--- config.mk ---
export PLATFORM = sky130hd
export DESIGN_NAME = mvb_tx_scheduler_flat
export DESIGN_NICKNAME = d
export VERILOG_FILES = /design/src/rtl/mvb_tx_scheduler_if.sv /design/src/rtl/mvb_tx_scheduler.sv /design/src/flat_wrapper.sv
export SDC_FILE = /design/constraint.sdc
export NUM_CORES = 1
export LEC_CHECK = 0
export ABC_AREA = 1
export BUFFER_PORTS_ARGS = -buffer_cell sky130_fd_sc_hd__buf_2
export CAP_MARGIN = 40
export CORE_MARGIN = 2
export CORE_UTILIZATION = 56
export CTS_CLUSTER_SIZE = 25
export DETAILED_ROUTE_END_ITERATION = 8
export PLACE_DENSITY = 0.85
export SETUP_SLACK_MARGIN = 0.5
export SLEW_MARGIN = 10
export SYNTH_ARGS = -nofsm -noshare
export SYNTH_HDL_FRONTEND = slang
export SYNTH_SLANG_ARGS = --single-unit
--- constraint.sdc ---
create_clock -name clk_6M -period 4.75 [get_ports clk_6M]
set_clock_uncertainty 0.15 [all_clocks]
set_input_delay 1.425 -clock clk_6M [delete_from_list [all_inputs] [get_ports clk_6M]]
set_output_delay 1.425 -clock clk_6M [all_outputs]
set_load 0.01 [all_outputs]
--- src/rtl/mvb_tx_scheduler_if.sv ---
// MVB transmit scheduler bus: request/ack pairs from the master-frame (poll
// table) and slave-frame (port response) sources, plus the frame encoder
// control port.
//   master modport : request sources / encoder side (drives requests,
//                    decode_over, frame_over; observes acks and encoder controls)
//   slave modport  : scheduler side (consumes requests, drives acks, send_frame,
//                    data_length, frame type flags and status pulses)
interface mvb_tx_scheduler_if;
    localparam int unsigned LEN_W = 7;

    logic             m_req;
    logic [LEN_W-1:0] m_len;
    logic             m_ack;
    logic             s_req;
    logic [LEN_W-1:0] s_len;
    logic             s_ack;
    logic             decode_over;
    logic             frame_over;
    logic             send_frame;
    logic [LEN_W-1:0] data_length;
    logic             master_frame;
    logic             slave_frame;
    logic             tx_busy;
    logic             tx_done;
    logic             tx_err;

    modport master (
        output m_req, m_len, s_req, s_len, decode_over, frame_over,
        input  m_ack, s_ack, send_frame, data_length, master_frame, slave_frame,
               tx_busy, tx_done, tx_err
    );

    modport slave (
        input  m_req, m_len, s_req, s_len, decode_over, frame_over,
        output m_ack, s_ack, send_frame, data_length, master_frame, slave_frame,
               tx_busy, tx_done, tx_err
    );
endinterface

--- src/rtl/mvb_tx_scheduler.sv ---
// MVB transmit scheduler: arbitrates master/slave frame requests (slave has
// priority), drives the encoder start strobe for one frame at a time, waits for
// frame completion or timeout, then enforces an inter-frame gap.
//   clk_6M : 6 MHz clock, rising edge
//   rst    : synchronous, active-low reset
//   bus    : mvb_tx_scheduler_if.slave (requests, acks, encoder control, status)
// All outputs are registered; each output value is computed on the transition
// into the state it belongs to, so the ack is visible in the ARB cycle and
// send_frame rises in the first STROBE cycle.
module mvb_tx_scheduler #(
    parameter int unsigned SEND_HI = 4,
    parameter int unsigned MAX_LEN = 16,
    parameter int unsigned TIMEOUT = 2047,
    parameter int unsigned IFG     = 12
) (
    input logic              clk_6M,
    input logic              rst,
    mvb_tx_scheduler_if.slave bus
);
    localparam int unsigned LEN_W = 7;
    localparam int unsigned HI_W  = 3;
    localparam int unsigned TO_W  = 11;
    localparam int unsigned GAP_W = 4;

    typedef enum logic [2:0] {
        S_IDLE    = 3'd0,
        S_ARB     = 3'd1,
        S_STROBE  = 3'd2,
        S_RELEASE = 3'd3,
        S_BUSY    = 3'd4,
        S_GAP     = 3'd5
    } state_t;

    state_t             state_q, state_d;
    logic [HI_W-1:0]    hi_cnt_q, hi_cnt_d;
    logic [TO_W-1:0]    to_cnt_q, to_cnt_d;
    logic [GAP_W-1:0]   gap_cnt_q, gap_cnt_d;
    logic               send_frame_q, send_frame_d;
    logic [LEN_W-1:0]   data_length_q, data_length_d;
    logic               master_frame_q, master_frame_d;
    logic               slave_frame_q, slave_frame_d;
    logic               tx_busy_q, tx_busy_d;
    logic               tx_done_q, tx_done_d;
    logic               tx_err_q, tx_err_d;
    logic               m_ack_q, m_ack_d;
    logic               s_ack_q, s_ack_d;

    // Shared decode terms for the next-state and output processes
    logic go_c, len_bad_c, hi_last_c, to_hit_c, gap_last_c;

    assign go_c       = (bus.s_req | bus.m_req) & ~bus.decode_over;
    assign len_bad_c  = (data_length_q == '0) || (data_length_q > LEN_W'(MAX_LEN));
    assign hi_last_c  = (hi_cnt_q == HI_W'(SEND_HI - 1));
    // BUSY may last TIMEOUT cycles; the error fires as the counter reaches TIMEOUT
    assign to_hit_c   = (to_cnt_q >= TO_W'(TIMEOUT - 1));
    assign gap_last_c = (gap_cnt_q == GAP_W'(IFG - 1));

    // State and output registers
    always_ff @(posedge clk_6M) begin
        if (!rst) begin
            state_q        <= S_IDLE;
            hi_cnt_q       <= '0;
            to_cnt_q       <= '0;
            gap_cnt_q      <= '0;
            send_frame_q   <= 1'b0;
            data_length_q  <= '0;
            master_frame_q <= 1'b0;
            slave_frame_q  <= 1'b0;
            tx_busy_q      <= 1'b0;
            tx_done_q      <= 1'b0;
            tx_err_q       <= 1'b0;
            m_ack_q        <= 1'b0;
            s_ack_q        <= 1'b0;
        end else begin
            state_q        <= state_d;
            hi_cnt_q       <= hi_cnt_d;
            to_cnt_q       <= to_cnt_d;
            gap_cnt_q      <= gap_cnt_d;
            send_frame_q   <= send_frame_d;
            data_length_q  <= data_length_d;
            master_frame_q <= master_frame_d;
            slave_frame_q  <= slave_frame_d;
            tx_busy_q      <= tx_busy_d;
            tx_done_q      <= tx_done_d;
            tx_err_q       <= tx_err_d;
            m_ack_q        <= m_ack_d;
            s_ack_q        <= s_ack_d;
        end
    end

    // Next-state logic
    always_comb begin
        state_d = state_q;
        case (state_q)
            S_IDLE:    if (go_c) state_d = S_ARB;
            S_ARB:     state_d = len_bad_c ? S_IDLE : S_STROBE;
            S_STROBE:  if (hi_last_c) state_d = S_RELEASE;
            S_RELEASE: state_d = S_BUSY;
            S_BUSY:    if (bus.frame_over || to_hit_c) state_d = S_GAP;
            S_GAP:     if (gap_last_c) state_d = S_IDLE;
            default:   state_d = S_IDLE;
        endcase
    end

    // Output and counter logic
    always_comb begin
        send_frame_d   = send_frame_q;
        data_length_d  = data_length_q;
        master_frame_d = master_frame_q;
        slave_frame_d  = slave_frame_q;
        tx_busy_d      = tx_busy_q;
        to_cnt_d       = to_cnt_q;
        hi_cnt_d       = '0;
        gap_cnt_d      = '0;
        tx_done_d      = 1'b0;
        tx_err_d       = 1'b0;
        m_ack_d        = 1'b0;
        s_ack_d        = 1'b0;
        case (state_q)
            S_IDLE: begin
                // Grant is registered on entry to ARB; slave wins a tie
                if (go_c) begin
                    if (bus.s_req) begin
                        s_ack_d        = 1'b1;
                        slave_frame_d  = 1'b1;
                        master_frame_d = 1'b0;
                        data_length_d  = bus.s_len;
                    end else begin
                        m_ack_d        = 1'b1;
                        master_frame_d = 1'b1;
                        slave_frame_d  = 1'b0;
                        data_length_d  = bus.m_len;
                    end
                end
            end
            S_ARB: begin
                if (len_bad_c) begin
                    tx_err_d       = 1'b1;
                    master_frame_d = 1'b0;
                    slave_frame_d  = 1'b0;
                end else begin
                    send_frame_d = 1'b1;
                    tx_busy_d    = 1'b1;
                end
            end
            S_STROBE: begin
                if (hi_last_c) send_frame_d = 1'b0;
                else           hi_cnt_d     = hi_cnt_q + HI_W'(1);
            end
            S_RELEASE: begin
                to_cnt_d = '0;
            end
            S_BUSY: begin
                if (to_cnt_q != TO_W'(TIMEOUT)) to_cnt_d = to_cnt_q + TO_W'(1);
                // Completion wins over a coincident timeout
                if (bus.frame_over)  tx_done_d = 1'b1;
                else if (to_hit_c)   tx_err_d  = 1'b1;
            end
            S_GAP: begin
                if (gap_last_c) begin
                    master_frame_d = 1'b0;
                    slave_frame_d  = 1'b0;
                    data_length_d  = '0;
                    tx_busy_d      = 1'b0;
                end else begin
                    gap_cnt_d = gap_cnt_q + GAP_W'(1);
                end
            end
            default: begin
                send_frame_d = 1'b0;
            end
        endcase
    end

    assign bus.send_frame   = send_frame_q;
    assign bus.data_length  = data_length_q;
    assign bus.master_frame = master_frame_q;
    assign bus.slave_frame  = slave_frame_q;
    assign bus.tx_busy      = tx_busy_q;
    assign bus.tx_done      = tx_done_q;
    assign bus.tx_err       = tx_err_q;
    assign bus.m_ack        = m_ack_q;
    assign bus.s_ack        = s_ack_q;
endmodule
--- src/flat_wrapper.sv ---
// flat-port wrapper written by rule: the top's interface ports become plain ports
module mvb_tx_scheduler_flat 
#(
    parameter int unsigned SEND_HI = 4,
    parameter int unsigned MAX_LEN = 16,
    parameter int unsigned TIMEOUT = 2047,
    parameter int unsigned IFG     = 12
)
  (clk_6M, rst, bus_m_req, bus_m_len, bus_s_req, bus_s_len, bus_decode_over, bus_frame_over, bus_m_ack, bus_s_ack, bus_send_frame, bus_data_length, bus_master_frame, bus_slave_frame, bus_tx_busy, bus_tx_done, bus_tx_err);
  mvb_tx_scheduler_if bus_i ();
  input logic clk_6M;
  input logic rst;
  input wire logic [$bits(bus_i.m_req)-1:0] bus_m_req;
  input wire logic [$bits(bus_i.m_len)-1:0] bus_m_len;
  input wire logic [$bits(bus_i.s_req)-1:0] bus_s_req;
  input wire logic [$bits(bus_i.s_len)-1:0] bus_s_len;
  input wire logic [$bits(bus_i.decode_over)-1:0] bus_decode_over;
  input wire logic [$bits(bus_i.frame_over)-1:0] bus_frame_over;
  output wire logic [$bits(bus_i.m_ack)-1:0] bus_m_ack;
  output wire logic [$bits(bus_i.s_ack)-1:0] bus_s_ack;
  output wire logic [$bits(bus_i.send_frame)-1:0] bus_send_frame;
  output wire logic [$bits(bus_i.data_length)-1:0] bus_data_length;
  output wire logic [$bits(bus_i.master_frame)-1:0] bus_master_frame;
  output wire logic [$bits(bus_i.slave_frame)-1:0] bus_slave_frame;
  output wire logic [$bits(bus_i.tx_busy)-1:0] bus_tx_busy;
  output wire logic [$bits(bus_i.tx_done)-1:0] bus_tx_done;
  output wire logic [$bits(bus_i.tx_err)-1:0] bus_tx_err;
  assign bus_i.m_req = bus_m_req;
  assign bus_i.m_len = bus_m_len;
  assign bus_i.s_req = bus_s_req;
  assign bus_i.s_len = bus_s_len;
  assign bus_i.decode_over = bus_decode_over;
  assign bus_i.frame_over = bus_frame_over;
  assign bus_m_ack = bus_i.m_ack;
  assign bus_s_ack = bus_i.s_ack;
  assign bus_send_frame = bus_i.send_frame;
  assign bus_data_length = bus_i.data_length;
  assign bus_master_frame = bus_i.master_frame;
  assign bus_slave_frame = bus_i.slave_frame;
  assign bus_tx_busy = bus_i.tx_busy;
  assign bus_tx_done = bus_i.tx_done;
  assign bus_tx_err = bus_i.tx_err;
  mvb_tx_scheduler #(.SEND_HI(SEND_HI), .MAX_LEN(MAX_LEN), .TIMEOUT(TIMEOUT), .IFG(IFG)) u_core (.clk_6M(clk_6M), .rst(rst), .bus(bus_i));
endmodule
==> metrics.txt, run 1 <==
# TYPE chip_impl_metric gauge
chip_impl_info{name="outcome",value="finished clean"} 1
chip_impl_metric{name="power.density",unit="nW/µm²"} 491.2
chip_impl_metric{name="synthesis.yosys.warnings",unit=""} 0
chip_impl_metric{name="register_area",unit="µm²"} 720.7
chip_impl_info{name="hold_path_class",value="flip-flop to flip-flop"} 1
chip_impl_metric{name="number_of_synthesized_register_bits",unit=""} 36
chip_impl_metric{name="max_freq",unit="MHz"} 401.7
chip_impl_metric{name="grt_use_total",unit="%"} 25.49
chip_impl_metric{name="worst_ep_arrival_time",unit="ns"} 2.63
chip_impl_metric{name="report.final.setup_viol",unit=""} 0
chip_impl_metric{name="post_synth_instance_area",unit="µm²"} 1863
chip_impl_metric{name="gate_count_post_synth",unit=""} 273
chip_impl_metric{name="detailedRoute.firstPassIterationCount",unit=""} 4
chip_impl_metric{name="hold_path_cell_cnt",unit=""} 1
chip_impl_metric{name="critical_path.max_fanout",unit=""} 20
chip_impl_metric{name="die_height",unit="µm"} 61.68
chip_impl_metric{name="postCtsHoldBufs",unit=""} 0
chip_impl_metric{name="grt.overflow.total",unit=""} 0
chip_impl_metric{name="synth_edf_count",unit=""} 0
chip_impl_metric{name="vdd.ir_drop.worst",unit="µV"} 367.6
chip_impl_metric{name="die_area",unit="µm²"} 3804
chip_impl_info{name="crit_type",value="primary input to flip-flop"} 1
chip_impl_metric{name="final.fill_count",unit=""} 293
chip_impl_metric{name="max-slew-margin-rel",unit="%"} 56.57
chip_impl_metric{name="cts.path.max_buffers",unit=""} 2
chip_impl_info{name="crit_path_top_delay_cell",value="a31oi_1"} 1
chip_impl_info{name="ys_dominant_reg_cell",value="dfxtp_1"} 1
chip_impl_metric{name="power.static_leakage",unit="nW"} 0.9209
chip_impl_info{name="r2r_start",value="u_core.to_cnt_q[0]"} 1
chip_impl_metric{name="timing_max_transition_violations_final",unit=""} 0
chip_impl_metric{name="drt_iter0_drc",unit=""} 146
chip_impl_metric{name="synth_async_sr_flop_share",unit="%"} 0
chip_impl_metric{name="cts_bufs_inserted",unit=""} 5
chip_impl_info{name="critical_path.endpoint_type",value="flip-flop"} 1
chip_impl_metric{name="grt_antenna_before_repair",unit=""} 0
chip_impl_metric{name="flow.area_growth_from_synthesis",unit="%"} 14.84
chip_impl_metric{name="critical_path.max_stage_delay",unit="ns"} 0.44
chip_impl_metric{name="grt_pass1_vias",unit=""} 1739
chip_impl_metric{name="num_antenna_cells",unit=""} 0
chip_impl_metric{name="detailroute.via_count",unit=""} 1863
chip_impl_metric{name="reg2reg_depth",unit=""} 8
chip_impl_metric{name="regToRegSetupSlack",unit="ns"} 2.82
chip_impl_info{name="critical_path_cell_list",value="buf_2 -> inv_1 -> a31oi_1 -> o21ai_0 -> nor2_1"} 1
chip_impl_metric{name="routed_length_per_instance",unit="µm"} 11.65
chip_impl_metric{name="boundaryPins",unit=""} 35
chip_impl_metric{name="place_inst",unit=""} 346
chip_impl_metric{name="post-dp-hpwl",unit="µm"} 3120
chip_impl_metric{name="critPathRequiredTime",unit="ns"} 4.89
chip_impl_metric{name="synth_cell_types",unit=""} 32
chip_impl_metric{name="route.antenna.remaining_nets",unit=""} 0
chip_impl_metric{name="ys_seq_area_share",unit="%"} 38.68
chip_impl_metric{name="drive_above_1_share",unit="%"} 19.35
chip_impl_metric{name="avg_vias_per_cell",unit=""} 5.263
chip_impl_metric{name="number_of_i_o_port_buffers",unit=""} 34
chip_impl_info{name="rsz0062_at_grt",value="no"} 1
chip_impl_metric{name="grt_start_max_net_pins",unit=""} 21
chip_impl_info{name="tritoncts",value="yes"} 1
chip_impl_metric{name="setup-tns-final",unit="ns"} 0
chip_impl_metric{name="synthesis.area_per_instance",unit="µm²"} 6.824
chip_impl_metric{name="multiInputGateArea",unit="µm²"} 1007
chip_impl_metric{name="cts_resized",unit=""} 0
chip_impl_metric{name="tightest_slew",unit="ns"} 0.6507
chip_impl_info{name="worstSetupStartpointType",value="primary input"} 1
chip_impl_metric{name="fp.coreArea",unit="µm²"} 3103
chip_impl_metric{name="finalCriticalPeriod",unit="ns"} 2.490
chip_impl_metric{name="mapped_nets",unit=""} 298
chip_impl_metric{name="grt_first_pass_wirelength",unit="µm"} 7176
chip_impl_metric{name="timing.max_cap.violations",unit=""} 0
chip_impl_info{name="whs_endpoint",value="u_core.hi_cnt_q[0]"} 1
chip_impl_metric{name="count_of_h_tree_levels_built_during_cts",unit=""} 2
chip_impl_metric{name="row_count",unit=""} 20
chip_impl_metric{name="power",unit="mW"} 1.051
chip_impl_info{name="clk_root_buffer_cell",value="clkbuf_4"} 1
chip_impl_metric{name="hold_viol_final",unit=""} 0
chip_impl_metric{name="cts_sinks",unit=""} 36
chip_impl_metric{name="postLayoutCoreUtil",unit="%"} 68.95
chip_impl_metric{name="clock_pin_slew_on_the_worst_setup_and_hold_paths",unit="ns"} 0.11
chip_impl_metric{name="clock_latency",unit="ns"} 0.35
chip_impl_metric{name="final_cells",unit=""} 354
chip_impl_metric{name="post-cts-setup-buffer-count",unit=""} 0
chip_impl_metric{name="remaining_drc_errors",unit=""} 0
chip_impl_metric{name="wl",unit="µm"} 4125
chip_impl_metric{name="post_route_clock_period_utilization",unit="%"} 52.41
chip_impl_info{name="min-delay-start",value="u_core.hi_cnt_q[0]"} 1
chip_impl_info{name="r2r_end",value="u_core.to_cnt_q[7]"} 1
chip_impl_metric{name="dieWidth",unit="µm"} 61.68
chip_impl_metric{name="number_of_nets_in_the_final_layout",unit=""} 334
chip_impl_metric{name="routabilityCongestion",unit=""} 0.8836
chip_impl_metric{name="start_util",unit="%"} 60.04
-- state kept, by name, indices dropped and copies added (netlist names) --
register	flops
u_core.bus.s_ack	1
u_core.gap_cnt_q	4
u_core.bus.tx_done	1
u_core.state_q	3
u_core.bus.data_length	7
u_core.bus.tx_busy	1
u_core.to_cnt_q	11
u_core.bus.send_frame	1
u_core.bus.master_frame	1
u_core.bus.m_ack	1
u_core.bus.slave_frame	1
u_core.hi_cnt_q	3
u_core.bus.tx_err	1
-- per-stage QoR --
step	setup WS (ns)	hold slack, ns	instance area, µm²
global placement	1.986	0.2586	2059
finish	2.260	0.2851	2140
CTS	2.286	0.2883	2140
detailed placement	1.914	0.2671	2059
global route	2.132	0.3109	2140
floorplan	2.293	0.2490	1863
-- power by group --
part | internal, mW | switching, mW
logic | 0.149 | 0.278
clock network | 0.110 | 0.107
registers | 0.356 | 0.0511
-- per-layer routing --
layer / wire [µm] / vias up / global-route usage, % / share of wire (%)
met4: 76 / 0 / 10.64 / 1.8
met2: 1990 / 40 / 42.71 / 48
met5: 0 / - / 0 / 0
met3: 169 / 9 / 5.672 / 4.1
met1: 1888 / 847 / 31.45 / 46
li1: - / 967 / - / -
-- how the worst max path moves through the flow --
stage | slack, ns | start | depth (start not counted) | to
2_1_floorplan | 2.29 | rst | 5 | u_core.to_cnt_q[7]
3_3_place_gp | 1.99 | rst | 5 | u_core.to_cnt_q[5]
3_5_place_dp | 1.91 | rst | 5 | u_core.to_cnt_q[5]
4_1_cts | 2.29 | u_core.bus.data_length[4] | 1 | bus_data_length[4]
5_1_grt | 2.13 | rst | 5 | u_core.to_cnt_q[5]
6_report | 2.26 | rst | 5 | u_core.to_cnt_q[5]
-- final cells by class --
class	instances	share of cell area [%]
Multi-Input combinational cell	204	47.08
Timing Repair Buffer	34	7.953
Clock inverter	3	1.988
Clock buffer	5	1.754
Tap cell	44	2.573
Sequential cell	36	33.68
Inverter	28	4.971
-- worst max-delay path, delay by kind of cell --
kind                   cells  cell delay (ns)
AO/OA/AOI/OAI              2             0.60
buffers and inverters      2             0.50
AND/OR/NAND/NOR            1             0.11
-- cells in the mapped netlist, types with 2 or more instances --
master / number / share of area (%)
a21oi_1: 27 / 7.3
buf_2: 2 / 0.54
clkinv_1: 2 / 0.40
dfxtp_1: 36 / 39
ha_1: 5 / 3.4
inv_1: 23 / 4.6
inv_2: 2 / 0.40
nand2_1: 73 / 15
nand2_2: 5 / 1.7
nand3_1: 30 / 8.1
nand3b_1: 2 / 0.81
nand4_1: 6 / 2.0
nor2_1: 35 / 7.1
nor2_4: 2 / 1.2
nor3_1: 2 / 0.54
nor4_1: 2 / 0.67
o21ai_0: 3 / 0.81
or2_2: 2 / 0.67
-- logic make-up after synthesis --
kind of cell               count (synthesis)  synth area share, %
buffers and inverters                     33                7.253
xor gates and xnor gates                   1               0.4702
and+or+nand+nor                          163                39.83
adders and majority gates                  5                3.358
AOI/OAI and AO/OA                         35                10.41
DFF                                       36                38.68
-- placed cells by master, fill, tap and decap left out --
cell	n
nor2_2	1
inv_1	23
nand3_4	1
nand4_1	6
o21bai_1	1
nand2_1	73
nor2_4	2
bufinv_16	1
buf_2	34
dfxtp_1	36
xor2_1	1
nor2_1	35
clkinv_1	2
clkinvlp_4	1
or2_2	2
ha_1	5
nor3_1	2
a21oi_1	27
o21ai_0	3
clkinv_2	2
nand2_2	5
nor4_1	2
inv_2	2
o21ai_4	1
o21ai_1	1
nand2_4	1
nand3_2	1
nand3b_1	2
nand3_1	30
a31oi_1	1
clkbuf_4	5
o21ai_2	1
(Power assumes the default switching activity.)
==> inputs of run 2 (changes only) <==
- CORE_UTILIZATION: 56 -> 55
- PLACE_DENSITY: 0.85 -> 0.84
- clock period: 4.75 -> 2.3 ns (I/O delays scaled with it)
==> run 2 against run 1 <==
Effect of this change: sequential power rose by 110%; non-clock buffer count rose by 2; sequential cell count did not move.
==> metrics.txt, run 2 (synthesis results as in run 1) <==
# TYPE chip_impl_metric gauge
chip_impl_metric{name="hold-worst-slack",unit="ns"} 0.2782
chip_impl_metric{name="remaining_drc_errors",unit=""} 0
chip_impl_metric{name="final.fill_count",unit=""} 300
chip_impl_metric{name="wl",unit="µm"} 3854
chip_impl_metric{name="row_count",unit=""} 21
chip_impl_metric{name="start_util",unit="%"} 56.72
chip_impl_metric{name="die_area",unit="µm²"} 3869
chip_impl_metric{name="power.static_leakage",unit="nW"} 0.9325
chip_impl_metric{name="critical_path.max_stage_delay",unit="ns"} 0.39
chip_impl_metric{name="count_of_h_tree_levels_built_during_cts",unit=""} 2
chip_impl_metric{name="grt_first_pass_wirelength",unit="µm"} 6748
chip_impl_metric{name="cts_sinks",unit=""} 36
chip_impl_metric{name="avg_vias_per_cell",unit=""} 5.176
chip_impl_metric{name="post_route_clock_period_utilization",unit="%"} 74.74
chip_impl_metric{name="setup-tns-final",unit="ns"} 0
chip_impl_metric{name="number_of_i_o_port_buffers",unit=""} 34
chip_impl_metric{name="die_height",unit="µm"} 62.20
chip_impl_metric{name="flow.area_growth_from_synthesis",unit="%"} 16.39
chip_impl_metric{name="post-dp-hpwl",unit="µm"} 3001
chip_impl_metric{name="dieWidth",unit="µm"} 62.20
chip_impl_metric{name="clock_latency",unit="ns"} 0.34
chip_impl_info{name="crit_path_top_delay_cell",value="dfxtp_1"} 1
chip_impl_metric{name="finalCriticalPeriod",unit="ns"} 1.719
chip_impl_metric{name="power.density",unit="nW/µm²"} 988.9
chip_impl_metric{name="register_area",unit="µm²"} 724.4
chip_impl_metric{name="tightest_slew",unit="ns"} 0.3674
chip_impl_metric{name="timing_max_transition_violations_final",unit=""} 0
chip_impl_metric{name="grt_start_max_net_pins",unit=""} 20
chip_impl_metric{name="multiInputGateArea",unit="µm²"} 1015
chip_impl_info{name="clk_root_buffer_cell",value="clkbuf_4"} 1
chip_impl_info{name="max_flop_register",value="u_core.to_cnt_q"} 1
chip_impl_metric{name="critPathRequiredTime",unit="ns"} 1.46
chip_impl_metric{name="grt_use_total",unit="%"} 21.49
chip_impl_info{name="rsz0062_at_grt",value="no"} 1
chip_impl_metric{name="timing.max_cap.violations",unit=""} 0
chip_impl_info{name="critical_path.endpoint_type",value="primary output"} 1
chip_impl_metric{name="detailroute.via_count",unit=""} 1853
chip_impl_info{name="worstSetupStartpointType",value="flip-flop"} 1
chip_impl_info{name="crit_type",value="flip-flop to primary output"} 1
chip_impl_info{name="most_frequent_standard_cell_in_the_layout_excluding_fill_and_tap_cells",value="nand2_1"} 1
chip_impl_info{name="final_cell_mix",value="73 x nand2_1, 34 x nor2_1, 34 x buf_2, 33 x dfxtp_1, 30 x nand3_1"} 1
chip_impl_info{name="kind_of_cell_adding_the_most_delay_to_the_critical_path",value="flip-flops"} 1
chip_impl_metric{name="critPathBufInv",unit=""} 1
chip_impl_metric{name="worst_ep_arrival_time",unit="ns"} 0.88
chip_impl_info{name="tritoncts",value="yes"} 1
chip_impl_metric{name="cts_bufs_inserted",unit=""} 5
chip_impl_metric{name="clock_pin_slew_on_the_worst_setup_and_hold_paths",unit="ns"} 0.11
chip_impl_info{name="outcome",value="finished clean"} 1
chip_impl_metric{name="post-cts-setup-buffer-count",unit=""} 0
chip_impl_metric{name="drt_iter0_drc",unit=""} 111
chip_impl_metric{name="max-slew-margin-rel",unit="%"} 75.39
chip_impl_info{name="critical_path_cell_list",value="buf_2"} 1
chip_impl_metric{name="routabilityCongestion",unit=""} 0.8166
chip_impl_metric{name="grt.overflow.total",unit=""} 0
chip_impl_metric{name="fp.coreArea",unit="µm²"} 3284
chip_impl_metric{name="routed_length_per_instance",unit="µm"} 10.77
chip_impl_metric{name="boundaryPins",unit=""} 35
chip_impl_metric{name="hold_viol_final",unit=""} 0
chip_impl_metric{name="critical_path.max_fanout",unit=""} 4
chip_impl_metric{name="cts.path.max_buffers",unit=""} 2
chip_impl_metric{name="report.final.setup_viol",unit=""} 0
chip_impl_metric{name="largest_register_ff_count",unit=""} 11
chip_impl_metric{name="grt_antenna_before_repair",unit=""} 0
chip_impl_metric{name="number_of_nets_in_the_final_layout",unit=""} 336
chip_impl_metric{name="vdd.ir_drop.worst",unit="µV"} 524.2
chip_impl_metric{name="max_freq",unit="MHz"} 581.7
chip_impl_metric{name="route.antenna.remaining_nets",unit=""} 0
chip_impl_metric{name="detailedRoute.firstPassIterationCount",unit=""} 4
chip_impl_metric{name="drive_above_1_share",unit="%"} 21.15
chip_impl_metric{name="num_antenna_cells",unit=""} 0
chip_impl_metric{name="grt_pass1_vias",unit=""} 1712
chip_impl_info{name="hold_path_class",value="flip-flop to flip-flop"} 1
==> run 2: changes by cell type in the layout (fill, tap and decap cells not counted) <==
cell and change:
nor2_4 +1, nor2_1 -1, dfxtp_2 +3, o21ai_0 -1, dfxtp_1 -3, buf_4 +2, o21ai_1 +1
==> run 2: metal layers <==
| metal | part of all wire (%) | track usage (%) |
|---|---|---|
| met1 | 43 | 24.57 |
| met2 | 51 | 37.91 |
| met3 | 4.3 | 5.254 |
| met4 | 1.9 | 9.722 |
| met5 | 0 | 0 |
==> run 2: worst paths after layout <==
| kind | from | to | slack (ns) | cells after the start |
|---|---|---|---|---|
| min reg2reg | u_core.hi_cnt_q[0] | u_core.hi_cnt_q[0] | 0.28 | 1 |
| max | u_core.bus.data_length[4] | bus_data_length[4] | 0.58 | 1 |
| max reg2reg | u_core.to_cnt_q[6] | u_core.to_cnt_q[7] | 0.65 | 7 |
| min | u_core.hi_cnt_q[0] | u_core.hi_cnt_q[0] | 0.28 | 1 |
==> run 2: layout make-up <==
cell class	count	area share [%]
multi-input cells	204	46.80
flip-flops and latches	36	33.41
repair buffers	36	8.540
inverters	28	4.905
well taps	46	2.654
clock inverters	3	1.962
clock buffers	5	1.731
==> run 2: what timing repair did <==
| item | in CTS | in global routing |
|---|---|---|
| hold buffers | 0 | 0 |
| setup endpoints to repair | 0 | 11 |
| resized for setup | 0 | 6 |
==> run 2: report_power, final <==
part	internal, mW	total (mW)	switching (mW)
clock	0.227	0.439	0.213
sequential	0.739	0.842	0.103
combinational	0.309	0.863	0.554
total	1.27	2.14	0.870
==> run 2: per-stage QoR <==
stage               instance area [µm²]  utilization, %  instances  setup slack, ns  total power [mW]
floorplan                          1863               -        273           0.5777             1.489
global placement                   2077           63.24        350           0.3790             1.680
detailed placement                 2077           63.24        350           0.3198             1.712
CTS                                2157           65.68        358           0.5286             2.151
global route                       2168           66.02        358           0.5043             2.314
finish                             2168           66.02        358           0.5809             2.144
==> inputs of run 3 (changes only) <==
- clock period: 2.3 -> 1.6 ns (I/O delays scaled with it)
==> run 3 against run 2 <==
Effect of this change: the flow now finishes with violations (negative setup slack); clock power is 22% higher; first-iteration DRC count grew to 4.4 times the previous value; sequential power is 58% higher; via count increased by 33%; power grew 100%; sequential share of layout area fell by 7.9 points; critical path depth up 6; register-to-register slack worse by 0.78 ns; combinational power rose to 2.9 times the previous value; setup slack worse by 0.71 ns; highest routed layer unchanged.
==> metrics.txt, run 3 (synthesis results as in run 1) <==
# TYPE chip_impl_metric gauge
chip_impl_info{name="outcome",value="finished with violations"} 1
chip_impl_metric{name="post-dp-hpwl",unit="µm"} 3383
chip_impl_metric{name="worst_ep_arrival_time",unit="ns"} 1.89
chip_impl_metric{name="design_area",unit="µm²"} 2990
chip_impl_metric{name="remaining_drc_errors",unit=""} 0
chip_impl_info{name="critical_path.endpoint_type",value="flip-flop"} 1
chip_impl_metric{name="clock_pin_slew_on_the_worst_setup_and_hold_paths",unit="ns"} 0.11
chip_impl_metric{name="dieWidth",unit="µm"} 62.20
chip_impl_metric{name="flow.area_growth_from_synthesis",unit="%"} 60.51
chip_impl_metric{name="timing.max_cap.violations",unit=""} 0
chip_impl_info{name="final_cell_mix",value="58 x nand2_1, 33 x buf_4, 22 x buf_2, 20 x buf_6, 18 x dfxtp_2"} 1
chip_impl_info{name="worstSetupStartpointType",value="flip-flop"} 1
chip_impl_metric{name="avg_vias_per_cell",unit=""} 6.186
chip_impl_metric{name="power.static_leakage",unit="nW"} 1.244
chip_impl_metric{name="cts_sinks",unit=""} 36
chip_impl_metric{name="grt_antenna_before_repair",unit=""} 0
chip_impl_metric{name="grt.overflow.total",unit=""} 0
chip_impl_metric{name="finalCriticalPeriod",unit="ns"} 1.728
chip_impl_metric{name="place_inst",unit=""} 365
chip_impl_metric{name="drt_iter0_drc",unit=""} 492
chip_impl_metric{name="drive_above_1_share",unit="%"} 56.41
chip_impl_metric{name="boundaryPins",unit=""} 35
chip_impl_info{name="kind_of_cell_adding_the_most_delay_to_the_critical_path",value="simple AND/OR/NAND/NOR gates"} 1
chip_impl_info{name="cp_common_cell",value="nor2_1"} 1
chip_impl_metric{name="tightest_slew",unit="ns"} 0.5680
chip_impl_metric{name="critical_path.max_stage_delay",unit="ns"} 0.41
chip_impl_metric{name="detailroute.via_count",unit=""} 2456
chip_impl_info{name="clk_root_buffer_cell",value="clkbuf_4"} 1
chip_impl_info{name="rsz0062_at_grt",value="yes"} 1
chip_impl_metric{name="grt_first_pass_wirelength",unit="µm"} 10360
chip_impl_metric{name="cts.path.max_buffers",unit=""} 2
chip_impl_metric{name="number_of_nets_in_the_final_layout",unit=""} 375
chip_impl_metric{name="die_area",unit="µm²"} 3869
chip_impl_metric{name="grt_use_total",unit="%"} 33.67
chip_impl_info{name="hold_path_class",value="primary input to flip-flop"} 1
chip_impl_metric{name="power.density",unit="nW/µm²"} 1453
chip_impl_metric{name="final_worst_setup_slack",unit="ns"} -0.1280
chip_impl_metric{name="report.final.setup_viol",unit=""} 4
chip_impl_info{name="max_flop_register",value="u_core.to_cnt_q"} 1
chip_impl_metric{name="routed_length_per_instance",unit="µm"} 19.11
chip_impl_metric{name="count_of_h_tree_levels_built_during_cts",unit=""} 2
chip_impl_info{name="crit_type",value="flip-flop to flip-flop"} 1
chip_impl_metric{name="postCtsHoldBufs",unit=""} 0
chip_impl_metric{name="placedInstanceArea",unit="µm²"} 2372
chip_impl_metric{name="timing_max_transition_violations_final",unit=""} 0
chip_impl_metric{name="max-slew-margin-rel",unit="%"} 61.96
chip_impl_metric{name="hold_viol_final",unit=""} 0
chip_impl_metric{name="largest_register_ff_count",unit=""} 11
chip_impl_metric{name="die_height",unit="µm"} 62.20
chip_impl_metric{name="post_route_clock_period_utilization",unit="%"} 108.0
chip_impl_metric{name="clock_latency",unit="ns"} 0.37
chip_impl_metric{name="vdd.ir_drop.worst",unit="µV"} 1113
chip_impl_metric{name="row_count",unit=""} 21
chip_impl_metric{name="num_antenna_cells",unit=""} 0
chip_impl_metric{name="fp.coreArea",unit="µm²"} 3284
chip_impl_metric{name="route.antenna.remaining_nets",unit=""} 0
chip_impl_metric{name="start_util",unit="%"} 56.72
chip_impl_info{name="failed_checks",value="negative setup slack"} 1
chip_impl_info{name="most_frequent_standard_cell_in_the_layout_excluding_fill_and_tap_cells",value="nand2_1"} 1
chip_impl_metric{name="routabilityCongestion",unit=""} 0.9223
chip_impl_metric{name="wl",unit="µm"} 7588
chip_impl_metric{name="number_of_i_o_port_buffers",unit=""} 34
chip_impl_metric{name="detailedRoute.firstPassIterationCount",unit=""} 6
chip_impl_metric{name="grt_pass1_vias",unit=""} 2280
chip_impl_metric{name="max_freq",unit="MHz"} 578.7
chip_impl_info{name="tritoncts",value="yes"} 1
chip_impl_metric{name="final_cells",unit=""} 397
chip_impl_metric{name="cts_bufs_inserted",unit=""} 5
chip_impl_metric{name="critical_path.max_fanout",unit=""} 5
chip_impl_metric{name="dpl_worst_slack",unit="ns"} 0.03715
chip_impl_info{name="critical_path_cell_list",value="nor2_4 -> nand2_4 -> nor2_1 -> nand3_2 -> nand3_1 -> nand2_1 -> nor2_1"} 1
chip_impl_info{name="crit_path_top_delay_cell",value="dfxtp_4"} 1
chip_impl_metric{name="critPathRequiredTime",unit="ns"} 1.76
chip_impl_metric{name="grt_start_max_net_pins",unit=""} 20
chip_impl_metric{name="critPathBufInv",unit=""} 0
## run 3: path summary, 6_finish.rpt
check                      from            endpoint  slack, ns  cells after the start
max           u_core.state_q[1]   u_core.state_q[2]      -0.13                      7
min              bus_frame_over  u_core.bus.tx_done       0.23                      3
max reg2reg   u_core.state_q[1]   u_core.state_q[2]      -0.13                      7
min reg2reg  u_core.hi_cnt_q[0]  u_core.hi_cnt_q[0]       0.28                      1
## run 3: cell type report
class | instances | area (µm²)
repair buffers | 75 | 583.1
flip-flops and latches | 36 | 762.0
clock inverters | 2 | 10.01
inverters | 28 | 133.9
clock buffers | 6 | 51.30
well taps | 46 | 57.56
multi-input cells | 204 | 1393
fillers | 114 | 294.0
## run 3: tightest hold or removal path, delay by kind of cell
kind | cells | cell delay (ns)
buffers and inverters | 1 | 0.11
and+or+nand+nor | 2 | 0.14
## run 3: where the power goes
| part | internal, mW | total, mW | switching (mW) |
|---|---|---|---|
| Combinational | 1.04 | 2.48 | 1.45 |
| Clock | 0.209 | 0.535 | 0.326 |
| Sequential | 1.10 | 1.33 | 0.221 |
## run 3: per-stage QoR
step / setup TNS, ns / power (mW) / util [%] / hold slack [ns]
CTS: 0 / 3.847 / 85.14 / 0.1782
floorplan: 0 / 2.390 / - / 0.2512
finish: -0.1390 / 4.346 / 91.05 / 0.2317
global route: -0.5696 / 4.498 / 91.05 / 0.2244
global placement: 0 / 2.693 / 72.23 / 0.2663
detailed placement: 0 / 2.740 / 72.23 / 0.2669
## run 3: routing by layer
metal  vias up  routed length (µm)  GRT usage [%]
met1      1104                2629          40.80
met5         -                   0              0
met3        69                 895          8.152
met4         0                 524          19.17
met2       238                3539          54.76
li1       1045                   -              -
## run 3: what timing repair did
| action | CTS | global route |
|---|---|---|
| buffers inserted | 18 | 6 |
| endpoints found under the setup margin | 50 | 51 |
| gates resized for setup | 61 | 46 |
| pin swaps | 26 | 20 |
